===== src/rtl/loader_pkg.sv =====
// Shared types and constants for the serial program loader.
package loader_pkg;

    // Loader FSM states; receive states are LEN_HI through CHECK.
    typedef enum logic [2:0] {
        ST_IDLE,
        ST_LEN_HI,
        ST_LEN_LO,
        ST_DATA_HI,
        ST_DATA_LO,
        ST_CHECK,
        ST_DONE,
        ST_ERROR
    } loader_state_e;

    // Values reported on error_code_out.
    localparam logic [1:0] ERR_NONE    = 2'b00;
    localparam logic [1:0] ERR_LEN     = 2'b01;
    localparam logic [1:0] ERR_CHK     = 2'b10;
    localparam logic [1:0] ERR_TIMEOUT = 2'b11;

    // A word count is usable when non-zero and it fits the memory without wrapping.
    function automatic logic length_ok(input logic [15:0] n, input int unsigned depth);
        return (n != 16'd0) && (32'(n) <= depth);
    endfunction

endpackage


===== src/rtl/byte_timeout_counter.sv =====
// Counts idle cycles between accepted bytes; flags expiry on the cycle
// whose edge would bring the count to TIMEOUT_CYCLES.
module byte_timeout_counter #(
    parameter int unsigned TIMEOUT_CYCLES = 65535
) (
    input  logic clock_i,
    input  logic reset_i,
    input  logic clear_i,
    input  logic enable_i,
    output logic expired_o
);

    localparam int unsigned CW = $clog2(TIMEOUT_CYCLES + 1);
    localparam logic [CW-1:0] LAST_IDLE = CW'(TIMEOUT_CYCLES - 1);

    logic [CW-1:0] count_q;

    // Idle-cycle counter: cleared on accept or outside a load, else counts up.
    always_ff @(posedge clock_i) begin
        if (reset_i || clear_i) begin
            count_q <= '0;
        end else if (enable_i) begin
            count_q <= count_q + CW'(1);
        end
    end

    // Expiry is seen one cycle early so the FSM enters ERROR on the edge
    // that completes the TIMEOUT_CYCLES-th idle cycle.
    assign expired_o = enable_i && !clear_i && (count_q == LAST_IDLE);

endmodule


===== src/rtl/program_loader.sv =====
// Serial program loader: parses a length-prefixed, XOR-checked byte image,
// writes it into instruction memory from address 0 and releases the CPU
// from reset only once the whole image has been written and verified.
module program_loader
    import loader_pkg::*;
#(
    parameter int unsigned OPERAND_WIDTH     = 11,
    parameter int unsigned INSTRUCTION_WIDTH = 16,
    parameter int unsigned TIMEOUT_CYCLES    = 65535
) (
    input  logic                         clock_in,
    input  logic                         reset_in,
    input  logic                         load_start_in,
    input  logic [7:0]                   rx_data_in,
    input  logic                         rx_valid_in,
    output logic                         rx_ready_out,
    output logic                         imem_wr_out,
    output logic [OPERAND_WIDTH-1:0]     imem_address_out,
    output logic [INSTRUCTION_WIDTH-1:0] imem_data_out,
    output logic                         cpu_reset_out,
    output logic                         busy_out,
    output logic                         done_out,
    output logic                         error_out,
    output logic [1:0]                   error_code_out
);

    localparam int unsigned IMEM_DEPTH = 1 << OPERAND_WIDTH;

    loader_state_e                state_q;
    logic                         rx_ready_q;
    logic                         imem_wr_q;
    logic [OPERAND_WIDTH-1:0]     addr_q;
    logic [INSTRUCTION_WIDTH-1:0] data_q;
    logic                         cpu_reset_q;
    logic                         busy_q;
    logic                         done_q;
    logic                         error_q;
    logic [1:0]                   err_code_q;
    logic [7:0]                   len_hi_q;
    logic [7:0]                   word_hi_q;
    logic [15:0]                  remaining_q;
    logic [7:0]                   chk_q;

    logic accept;
    logic tmo_expired;

    // rx_ready_q is high exactly in the receive states, so it doubles as
    // the "load in progress" qualifier for acceptance and the idle timer.
    assign accept = rx_valid_in && rx_ready_q;

    byte_timeout_counter #(
        .TIMEOUT_CYCLES(TIMEOUT_CYCLES)
    ) u_timeout (
        .clock_i  (clock_in),
        .reset_i  (reset_in),
        .clear_i  (accept || !rx_ready_q),
        .enable_i (rx_ready_q),
        .expired_o(tmo_expired)
    );

    // Loader FSM with address/word counters, XOR accumulator and registered outputs.
    always_ff @(posedge clock_in) begin
        if (reset_in) begin
            state_q     <= ST_IDLE;
            rx_ready_q  <= 1'b0;
            imem_wr_q   <= 1'b0;
            addr_q      <= '0;
            data_q      <= '0;
            cpu_reset_q <= 1'b1;
            busy_q      <= 1'b0;
            done_q      <= 1'b0;
            error_q     <= 1'b0;
            err_code_q  <= ERR_NONE;
            len_hi_q    <= '0;
            word_hi_q   <= '0;
            remaining_q <= '0;
            chk_q       <= '0;
        end else begin
            // Write strobe lasts one cycle; the address advances right after it.
            imem_wr_q <= 1'b0;
            if (imem_wr_q) begin
                addr_q <= addr_q + OPERAND_WIDTH'(1);
            end
            if (accept) begin
                chk_q <= chk_q ^ rx_data_in;
            end

            if (rx_ready_q && tmo_expired) begin
                state_q    <= ST_ERROR;
                err_code_q <= ERR_TIMEOUT;
                error_q    <= 1'b1;
                busy_q     <= 1'b0;
                rx_ready_q <= 1'b0;
            end else begin
                unique case (state_q)
                    ST_IDLE, ST_DONE, ST_ERROR: begin
                        if (load_start_in) begin
                            state_q     <= ST_LEN_HI;
                            addr_q      <= '0;
                            remaining_q <= '0;
                            chk_q       <= '0;
                            err_code_q  <= ERR_NONE;
                            rx_ready_q  <= 1'b1;
                            busy_q      <= 1'b1;
                            done_q      <= 1'b0;
                            error_q     <= 1'b0;
                            cpu_reset_q <= 1'b1;
                        end
                    end
                    ST_LEN_HI: begin
                        if (accept) begin
                            len_hi_q <= rx_data_in;
                            state_q  <= ST_LEN_LO;
                        end
                    end
                    ST_LEN_LO: begin
                        if (accept) begin
                            if (length_ok({len_hi_q, rx_data_in}, IMEM_DEPTH)) begin
                                remaining_q <= {len_hi_q, rx_data_in};
                                state_q     <= ST_DATA_HI;
                            end else begin
                                state_q    <= ST_ERROR;
                                err_code_q <= ERR_LEN;
                                error_q    <= 1'b1;
                                busy_q     <= 1'b0;
                                rx_ready_q <= 1'b0;
                            end
                        end
                    end
                    ST_DATA_HI: begin
                        if (accept) begin
                            word_hi_q <= rx_data_in;
                            state_q   <= ST_DATA_LO;
                        end
                    end
                    ST_DATA_LO: begin
                        if (accept) begin
                            data_q      <= INSTRUCTION_WIDTH'({word_hi_q, rx_data_in});
                            imem_wr_q   <= 1'b1;
                            remaining_q <= remaining_q - 16'd1;
                            state_q     <= (remaining_q == 16'd1) ? ST_CHECK : ST_DATA_HI;
                        end
                    end
                    ST_CHECK: begin
                        if (accept) begin
                            busy_q     <= 1'b0;
                            rx_ready_q <= 1'b0;
                            if (rx_data_in == chk_q) begin
                                state_q     <= ST_DONE;
                                done_q      <= 1'b1;
                                cpu_reset_q <= 1'b0;
                            end else begin
                                state_q    <= ST_ERROR;
                                err_code_q <= ERR_CHK;
                                error_q    <= 1'b1;
                            end
                        end
                    end
                endcase
            end
        end
    end

    assign rx_ready_out     = rx_ready_q;
    assign imem_wr_out      = imem_wr_q;
    assign imem_address_out = addr_q;
    assign imem_data_out    = data_q;
    assign cpu_reset_out    = cpu_reset_q;
    assign busy_out         = busy_q;
    assign done_out         = done_q;
    assign error_out        = error_q;
    assign error_code_out   = err_code_q;

endmodule


===== config.mk =====
export PLATFORM = sky130hd
export DESIGN_NAME = program_loader
export DESIGN_NICKNAME = d
export VERILOG_FILES = /design/src/rtl/loader_pkg.sv /design/src/rtl/byte_timeout_counter.sv /design/src/rtl/program_loader.sv
export SDC_FILE = /design/constraint.sdc
export NUM_CORES = 1
export LEC_CHECK = 0
export CAP_MARGIN = 30
export CORE_MARGIN = 2
export CORE_UTILIZATION = 38
export DETAILED_ROUTE_END_ITERATION = 6
export GPL_ROUTABILITY_DRIVEN = 1
export PLACE_DENSITY = 0.65
export SYNTH_ARGS = -nofsm -noshare
export SYNTH_HDL_FRONTEND = slang
export SYNTH_HIERARCHICAL = 1
export SYNTH_SLANG_ARGS = --single-unit

===== constraint.sdc =====
create_clock -name clock_in -period 3.1 [get_ports clock_in]
set_input_delay 0.62 -clock clock_in [delete_from_list [all_inputs] [get_ports clock_in]]
set_output_delay 0.62 -clock clock_in [all_outputs]
set_load 0.1 [all_outputs]

# --- Word level (Yosys, flattened, before mapping) ---
# Index checks and enable logic that the tools add are counted.
totals:
  out_inout_bits: 35
  word_cells: 122
  regBits: 93
  inputBits: 12
op_classes:
  n_addsub: 3
  magnitude_cmp: 1
  bitwise: 3
  muxes: 50
  n_reduce_logical: 26
  n_eq_ne: 25
ops:
  columns: ["operator", "count"]
  rows:
  - ["two-way mux 16 bit", 4]
  - ["one-hot mux 16 bit (3 select lines)", 1]
  - ["two-way mux 11 bit", 4]
  - ["two-way mux 8 bit", 4]
  - ["two-way mux 3 bit", 9]
  - ["inequality test 3 bit (second input constant)", 8]
  - ["one-hot mux 3 bit (6 select lines)", 1]
  - ["AND reduction 6 bit", 3]
  - ["adder 16 x 1 -> 16 bit (second input constant)", 1]
  - ["== test 16 x 1 -> 1 bit (second input constant)", 1]
  - ["== test 16 bit (second input constant)", 1]
  - ["<= comparator 16 x 12 -> 1 bit (second input constant)", 1]
  - ["two-way mux 1 bit", 16]
  - ["nonzero test 16 bit", 1]
  - ["subtractor 16 x 1 -> 16 bit (second input constant)", 1]
  - ["inequality test 2 bit (second input constant)", 7]
  - ["== test 3 bit (second input constant)", 4]
  - ["two-way mux 2 bit", 6]
  - ["adder 11 x 1 -> 11 bit (second input constant)", 1]
  - ["AND reduction 5 bit", 2]
  - ["AND reduction 3 bit", 3]
  - ["== test 8 bit", 1]
  - ["XOR 8 bit", 1]
  - ["== test 3 x 2 -> 1 bit (second input constant)", 2]
  - ["other kinds (14)", 25]

# --- Longest topological paths before layout ---
# Gate-level depths: netlist of run 1.
logic_depth:
  ltp_word: 8
  mapped_depth: 10
  ltp_nobuf: 9

# --- Modules after synthesis ---
# Netlist of run 1, hierarchy kept.
modules_own_cells:
  columns: ["mod", "seq_area_each_um2", "area_per_inst_um2", "cells_per_inst", "instances"]
  rows:
  - ["program_loader", 1541.5, 3639.7, 430, 1]
  - ["byte_timeout_counter", 320.3, 755.7, 89, 1]

# --- Worst setup path after synthesis of run 1 ---
# Ideal clock, no wire load.
synth_timing:
  kind: "register to register"
  from: "register, netlist name busy_out"
  to: "register remaining_q[8]"
  period_less_slack_ns: 2.703
  stages_incl_launch_ff: 10
  setup_slack_ns: 0.397
  arrival_time_ns: 2.612
  cell_sequence: "dfxtp_1 buf_6 nand4b_1 nor2_1 and3_1 nand2_1 o21ai_0 clkbuf_1 nor2_1 a311oi_1"
synth_lines:
  columns: ["element", "line", "rtl"]
  rows:
  - ["end signal, assigned", "program_loader.sv:119", "remaining_q <= {len_hi_q, rx_data_in};"]
  - ["end signal, assigned", "program_loader.sv:140", "remaining_q <= remaining_q - 16'd1;"]
  - ["end, declared", "program_loader.sv:41", "logic [15:0] remaining_q;"]

# --- Worst setup path in the final report of run 1 ---
layout_timing:
  from: "input port rx_data_in[0]"
  to: "register err_code_q[1], in the netlist error_code_out[1]"
layout_between:
  elab_chain_cells: 4
  word_cells_on_any_way: 7
layout_rtl:
  columns: ["element", "line", "rtl"]
  rows:
  - ["start, declared", "program_loader.sv:14", "input logic [7:0] rx_data_in,"]
  - ["<= comparator 16 x 12 -> 1 bit / nonzero test 16 bit (equally long branches)", "loader_pkg.sv:24", "return (n != 16'd0) && (32'(n) <= depth);"]
  - ["logical AND 1 bit", "loader_pkg.sv:24", null]
  - ["inequality test 3 bit (no line)", null, null]
  - ["AND reduction 6 bit (no line) *", null, null]
  - ["end signal, assigned", "program_loader.sv:73", "err_code_q <= ERR_NONE;"]
  - ["end signal, assigned", "program_loader.sv:90", "err_code_q <= ERR_TIMEOUT;"]
  - ["end signal, assigned", "program_loader.sv:102", "err_code_q <= ERR_NONE;"]
  - ["end, declared", "program_loader.sv:38", "logic [1:0] err_code_q;"]
# Mark *: on every way between the ends. The rest lies on a longest branch, timed or not.
# A chain may end at the register's enable or synchronous reset.

==> results of run 1 <==
layout make-up:
class	instances	share of cell area
Tap cell	143	0.0340
Multi-Input combinational cell	379	0.443
Clock inverter	5	0.00808
Inverter	15	0.0107
Sequential cell	93	0.354
Timing Repair Buffer	69	0.103
Clock buffer	11	0.0480
logic make-up (layout without fill, tap and decap cells):
logic type                 count (synthesis)  count (layout)  synth area share
and+or+nand+nor                          210             210             0.227
AOI/OAI and AO/OA                        110             110             0.176
DFF                                       93              93             0.424
buffers and inverters                     47             100            0.0467
xor gates and xnor gates                  37              37            0.0737
muxes                                     17              17            0.0387
adders and majority gates                  5               5            0.0142
layer usage:
layer / global-route usage / vias up / routed length, µm
met2: 0.272 / 111 / 4920
met3: 0.0435 / 6 / 734
met5: 0 / - / 0
li1: - / 1947 / -
met4: 0.0650 / 0 / 125
met1: 0.238 / 1833 / 5120
power groups by stage:
stage / Combinational [mW] / Sequential [mW] / Clock, mW
2_1_floorplan: 0.962 / 1.58 / 0
3_3_place_gp: 1.42 / 1.46 / 0
3_5_place_dp: 1.44 / 1.47 / 0
4_1_cts: 1.45 / 1.44 / 1.11
5_1_grt: 1.58 / 1.46 / 1.15
6_report: 1.46 / 1.44 / 1.08
sequential cells by signal, indices dropped and copies added (netlist names):
signal             count
error_code_out         2
error_out              1
u_timeout/count_q     16
len_hi_q               8
imem_address_out      11
remaining_q           16
cpu_reset_out          1
busy_out               1
state_q                3
done_out               1
chk_q                  8
imem_wr_out            1
imem_data_out         16
word_hi_q              8
synth_stat cells, types with 8 or more instances:
cell type	count	share of area
sky130_fd_sc_hd__xnor2_1	21	0.042
sky130_fd_sc_hd__inv_1	15	0.013
sky130_fd_sc_hd__nor4_1	8	0.011
sky130_fd_sc_hd__o31ai_1	11	0.019
sky130_fd_sc_hd__or3_1	8	0.011
sky130_fd_sc_hd__nor3_1	19	0.022
sky130_fd_sc_hd__mux2i_1	17	0.039
sky130_fd_sc_hd__clkbuf_1	26	0.022
sky130_fd_sc_hd__o21ai_0	8	0.0091
sky130_fd_sc_hd__nor2_1	73	0.062
sky130_fd_sc_hd__dfxtp_1	93	0.42
sky130_fd_sc_hd__nand2_1	59	0.050
sky130_fd_sc_hd__a211oi_1	8	0.014
sky130_fd_sc_hd__nand4_1	8	0.011
sky130_fd_sc_hd__o311ai_1	11	0.022
sky130_fd_sc_hd__a21oi_1	31	0.035
sky130_fd_sc_hd__xor2_1	16	0.032
worst min path at each step:
stage               slack [ps]                 to           from
floorplan                  430  imem_data_out[10]   word_hi_q[2]
global placement           430           done_out       done_out
detailed placement         440      cpu_reset_out  cpu_reset_out
CTS                        450           done_out       done_out
global route               460           done_out       done_out
finish                     450      cpu_reset_out  cpu_reset_out
through the flow:
stage / utilization / hold slack, ps / setup WS, ps / area (µm²) / power (mW)
after floorplan: - / 431 / 397 / 4400 / 2.54
after global placement: 0.437 / 434 / 42.0 / 4970 / 2.88
after detailed placement: 0.437 / 443 / 9.12 / 4970 / 2.91
after CTS: 0.463 / 455 / 365 / 5270 / 4.00
after global routing: 0.463 / 465 / 92.1 / 5270 / 4.20
final: 0.463 / 453 / 277 / 5270 / 3.99
==> impl_metrics.py, run 1 <==
metrics = {
    "status": {
        "status": "finished, final reports clean",
    },
    "cells_and_area": {
        "drive_gt1_frac": 0.147,
        "fin_nets": 584,
        "ff_latch_area_um2": 1860,
        "multi_input_comb_area_um2": 2330,
        "final.fill_count": 1080,
        "num_antenna_cells": 0,
        "layout_common_cells": "93 x sky130_fd_sc_hd__dfxtp_1, 73 x sky130_fd_sc_hd__nor2_1, 59 x sky130_fd_sc_hd__nand2_1, 58 x sky130_fd_sc_hd__buf_4, 31 x sky130_fd_sc_hd__a21oi_1",
        "synthToLayoutAreaGrowth_pct": 19.8,
        "final_cells": 715,
        "leading_cell_type_in_the_layout_fill_and_taps_excluded": "sky130_fd_sc_hd__dfxtp_1",
    },
    "cts": {
        "clkTransAtPathRegs_ps": 60,
        "clk_root_buffer_cell": "sky130_fd_sc_hd__clkbuf_16",
        "clk_path_buf_depth": 2,
        "post_cts_resize_count": 0,
        "post-cts-setup-buffers": 0,
        "cts_buffers": 9,
        "cts-htree-levels": 3,
        "worstSkewPairLatency_ps": 350,
        "cts_tree": "built",
        "clock_sinks": 93,
        "cts.hold.buffers_added": 0,
    },
    "timing": {
        "unrepaired_setup_endpoints_after_global_routing": "false",
        "clock.fmax_mhz": 354,
        "worst_clock_skew_ps": 9.98,
        "hold_violations": 0,
        "tightest_slew_ps": 741,
        "setup_viol": 0,
        "final_period_minus_worst_setup_slack_ps": 2820,
        "finalSetupTns_ps": 0,
        "worst_max_slew_margin_expressed_relative_to_the_limit": 0.502,
        "slew_violations": 0,
        "timing.final.crit_share": 0.911,
    },
    "critical_path": {
        "cp.depth": 6,
        "worst_ep_required_time_ps": 3330,
        "path_class": "in -> reg",
        "worst_r2r_startpoint": "state_q[1]",
        "cp_num_buf_inv": 1,
        "crit_top_cell": "sky130_fd_sc_hd__nor3_1",
        "start_kind": "input pin",
        "endpoint_kind": "register",
        "r2r-end": "error_code_out[1]",
        "slowest_stage": "sky130_fd_sc_hd__nor3_1",
        "dominant_delay_contributor_by_cell_family_on_the_critical_path": "simple AND/OR/NAND/NOR gates",
        "worst_setup_path_startpoint": "rx_data_in[0]",
        "crit_chain": "clkdlybuf4s50_1, or4_1, o31a_1, nor3_1, nor3_1, o311a_1",
        "reg2reg_slack_ps": 640,
        "worstPathMaxFanout": 4,
        "cp_data_arrival_time_ps": 3050,
        "worst_setup_path_endpoint": "error_code_out[1]",
        "cp_slowest_stage_delay_ps": 620,
        "worst-r2r-cell-count": 6,
    },
    "floorplan": {
        "die_h_um": 112,
        "ioPinCount": 47,
        "initial_utilization": 0.387,
        "row_count": 39,
        "die_area_um2": 12400,
        "chipWidth_um": 112,
        "placeableCoreArea_um2": 11400,
    },
    "route": {
        "detail_route.first_pass.iterations": 4,
        "drt_iter0_drc": 290,
        "vias": 3897,
        "postRouteAntennaNets": 0,
        "route.detailed.vias_per_inst": 5.45,
        "route.final.wire_length_um": 10900,
        "drt_drc_violations_left": 0,
        "routed_wire_length_per_instance_um": 15.2,
    },
    "power": {
        "intPower_mw": 2.39,
        "swShare": 0.400,
        "p_sw_mw": 1.59,
        "power_per_cell_area_nw_per_um2": 757,
        "worst_ir_drop_vdd_v": 0.000627,
        "comb_power_share": 0.366,
        "pwr-share-clk": 0.272,
        "cellLeakagePower_nw": 1.90,
        "seq_power_share": 0.362,
    },
    "logic_synthesis": {
        "number_of_synthesized_register_bits": 93,
        "synth-main-ff-cell": "sky130_fd_sc_hd__dfxtp_1",
        "async_reset_ff_frac": 0,
        "post_synth_num_cell_types": 53,
        "ys_warn_count": 6,
        "synth-seq-area-share": 0.424,
        "syn_inst": 519,
        "mappedNetlistNets": 536,
        "synth-edff-count": 0,
        "syn_area_um2": 4400,
        "syn_avg_cell_area_um2": 8.47,
    },
    "min_path": {
        "hp-class": "reg -> reg",
        "min_path_cells": 1,
    },
    "grt": {
        "grt_first_pass_wirelength_um": 17800,
        "grt_ovf": 0,
        "grt.total_usage": 0.175,
        "via_count_of_the_first_global_routing_pass": 3589,
        "grt_antenna_before_repair": 0,
        "grt_start_max_net_pins": 55,
    },
    "placed_design": {
        "post-place-cells": 699,
        "port_buffers": 46,
        "gp_congestion": 0.859,
        "dpl.hpwl_um": 7500,
    },
    "run": {
        "cap_violations": 0,
    },
}
No activity file was read; power rests on OpenSTA's default activity.
==> run 2, diff against run 1 <==
--- a/config.mk
+++ b/config.mk
@@ -6,11 +6,13 @@
 export NUM_CORES = 1
 export LEC_CHECK = 0
 export CAP_MARGIN = 30
+export CELL_PAD_IN_SITES_DETAIL_PLACEMENT = 1
+export CELL_PAD_IN_SITES_GLOBAL_PLACEMENT = 1
 export CORE_MARGIN = 2
 export CORE_UTILIZATION = 38
 export DETAILED_ROUTE_END_ITERATION = 6
 export GPL_ROUTABILITY_DRIVEN = 1
-export PLACE_DENSITY = 0.65
+export PLACE_DENSITY = 0.8
 export SYNTH_ARGS = -nofsm -noshare
 export SYNTH_HDL_FRONTEND = slang
 export SYNTH_HIERARCHICAL = 1
==> run 2 against run 1 <==
First-iteration DRC count fell by 8.3%. Cell area rose by 0.24%. Clock skew fell by 3.9 ps. Setup slack improved by 120 ps. Global-route usage rose by 3.0 points. Non-clock buffer count rose by 2. Maximum frequency rose by 4.5%. Highest routed layer unchanged. Combinational power barely moved.
==> impl_metrics.py, run 2 (same netlist as run 1, synthesis figures left out) <==
metrics = {
    "route": {
        "drt_drc_violations_left": 0,
        "vias": 4026,
        "drt_iter0_drc": 266,
        "postRouteAntennaNets": 0,
        "detail_route.first_pass.iterations": 4,
        "routed_wire_length_per_instance_um": 17.3,
        "route.detailed.vias_per_inst": 5.62,
        "route.final.wire_length_um": 12400,
    },
    "floorplan": {
        "die_h_um": 112,
        "placeableCoreArea_um2": 11400,
        "chipWidth_um": 112,
        "initial_utilization": 0.387,
        "die_area_um2": 12400,
        "ioPinCount": 47,
        "row_count": 39,
    },
    "cts": {
        "worstSkewPairLatency_ps": 350,
        "cts_buffers": 9,
        "cts.hold.buffers_added": 0,
        "post_cts_resize_count": 0,
        "clkTransAtPathRegs_ps": 60,
        "clock_sinks": 93,
        "clk_path_buf_depth": 2,
        "post-cts-setup-buffers": 0,
        "clk_root_buffer_cell": "sky130_fd_sc_hd__clkbuf_16",
        "cts_tree": "built",
        "cts-htree-levels": 3,
    },
    "critical_path": {
        "reg2reg_slack_ps": 780,
        "path_class": "in -> reg",
        "worst_ep_required_time_ps": 3320,
        "start_kind": "input pin",
        "worst_r2r_startpoint": "busy_out",
        "r2r-end": "chk_q[1]",
        "worst-r2r-cell-count": 8,
        "worstPathMaxFanout": 12,
        "cp_data_arrival_time_ps": 2920,
        "worst_setup_path_startpoint": "rx_data_in[7]",
        "endpoint_kind": "register",
    },
    "power": {
        "power_per_cell_area_nw_per_um2": 768,
        "cellLeakagePower_nw": 1.90,
        "worst_ir_drop_vdd_v": 0.000470,
    },
    "grt": {
        "via_count_of_the_first_global_routing_pass": 4170,
        "grt_first_pass_wirelength_um": 20900,
        "grt.total_usage": 0.206,
        "grt_ovf": 0,
        "grt_start_max_net_pins": 55,
        "grt_antenna_before_repair": 0,
    },
    "min_path": {
        "holdPathEnd": "cpu_reset_out",
        "hp-class": "reg -> reg",
        "worstHoldStart": "cpu_reset_out",
        "min_path_cells": 1,
    },
    "timing": {
        "timing.final.crit_share": 0.872,
        "hold_violations": 0,
        "slew_violations": 0,
        "finalSetupTns_ps": 0,
        "final_period_minus_worst_setup_slack_ps": 2700,
        "fin_worst_hold_slack_ps": 462,
        "unrepaired_setup_endpoints_after_global_routing": "false",
        "setup_viol": 0,
        "tightest_slew_ps": 621,
        "worst_clock_skew_ps": 6.05,
        "clock.fmax_mhz": 370,
        "worst_max_slew_margin_expressed_relative_to_the_limit": 0.585,
    },
    "cells_and_area": {
        "final.fill_count": 1363,
        "num_antenna_cells": 0,
        "drive_gt1_frac": 0.146,
        "final_cells": 717,
        "leading_cell_type_in_the_layout_fill_and_taps_excluded": "sky130_fd_sc_hd__dfxtp_1",
        "layout_common_cells": "93 x sky130_fd_sc_hd__dfxtp_1, 73 x sky130_fd_sc_hd__nor2_1, 60 x sky130_fd_sc_hd__buf_4, 59 x sky130_fd_sc_hd__nand2_1, 31 x sky130_fd_sc_hd__a21oi_1",
        "synthToLayoutAreaGrowth_pct": 20.1,
        "fin_nets": 586,
    },
    "placed_design": {
        "port_buffers": 46,
        "dpl.hpwl_um": 8720,
        "gp_congestion": 0.809,
        "post-place-cells": 701,
    },
    "run": {
        "cap_violations": 0,
    },
    "status": {
        "status": "finished, final reports clean",
    },
}
## run 2: stage by stage
step           cell area, µm²  utilization  setup WS [ps]  power, mW
2_1_floorplan            4400            -            397       2.54
3_3_place_gp             4990        0.439            124       2.89
3_5_place_dp             4990        0.439           60.5       2.95
4_1_cts                  5280        0.464            421       4.07
5_1_grt                  5280        0.464            282       4.27
6_report                 5280        0.464            398       4.05
## run 2: worst max path at each step
stage | slack (ps) | to | cells after the start
floorplan | 400 | remaining_q[8] | 9
global placement | 120 | remaining_q[3] | 7
detailed placement | 60 | remaining_q[11] | 7
CTS | 420 | remaining_q[11] | 7
global route | 280 | remaining_q[11] | 7
finish | 400 | remaining_q[11] | 7
## run 2: worst max-delay path, stage by stage
cell and delay [ps]:
sky130_fd_sc_hd__clkdlybuf4s50_1 410, sky130_fd_sc_hd__or4_1 580, sky130_fd_sc_hd__o31a_1 350, sky130_fd_sc_hd__o31a_1 330
sky130_fd_sc_hd__buf_4 200, sky130_fd_sc_hd__o311ai_1 310, sky130_fd_sc_hd__o31ai_1 110
## run 2: cell type report
| type | count | area (µm²) | share of cell area |
|---|---|---|---|
| Clock buffer | 11 | 233 | 0.0441 |
| Sequential cell | 93 | 1860 | 0.353 |
| Multi-Input combinational cell | 379 | 2330 | 0.442 |
| Inverter | 15 | 56.3 | 0.0107 |
| Tap cell | 143 | 179 | 0.0339 |
| Clock inverter | 5 | 60.1 | 0.0114 |
| Timing Repair Buffer | 71 | 556 | 0.105 |
## run 2: power by group
| part | internal, mW | switching (mW) | total (mW) |
|---|---|---|---|
| clock | 0.629 | 0.482 | 1.11 |
| sequential | 1.30 | 0.158 | 1.46 |
| combinational | 0.499 | 0.987 | 1.49 |
## run 2: layer usage
| layer | GRT usage | share of wire | vias up |
|---|---|---|---|
| met4 | 0.0691 | 0.013 | 0 |
| met2 | 0.348 | 0.50 | 92 |
| met3 | 0.0365 | 0.042 | 14 |
| met1 | 0.266 | 0.45 | 1969 |
| met5 | 0 | 0 | - |
| li1 | - | - | 1951 |
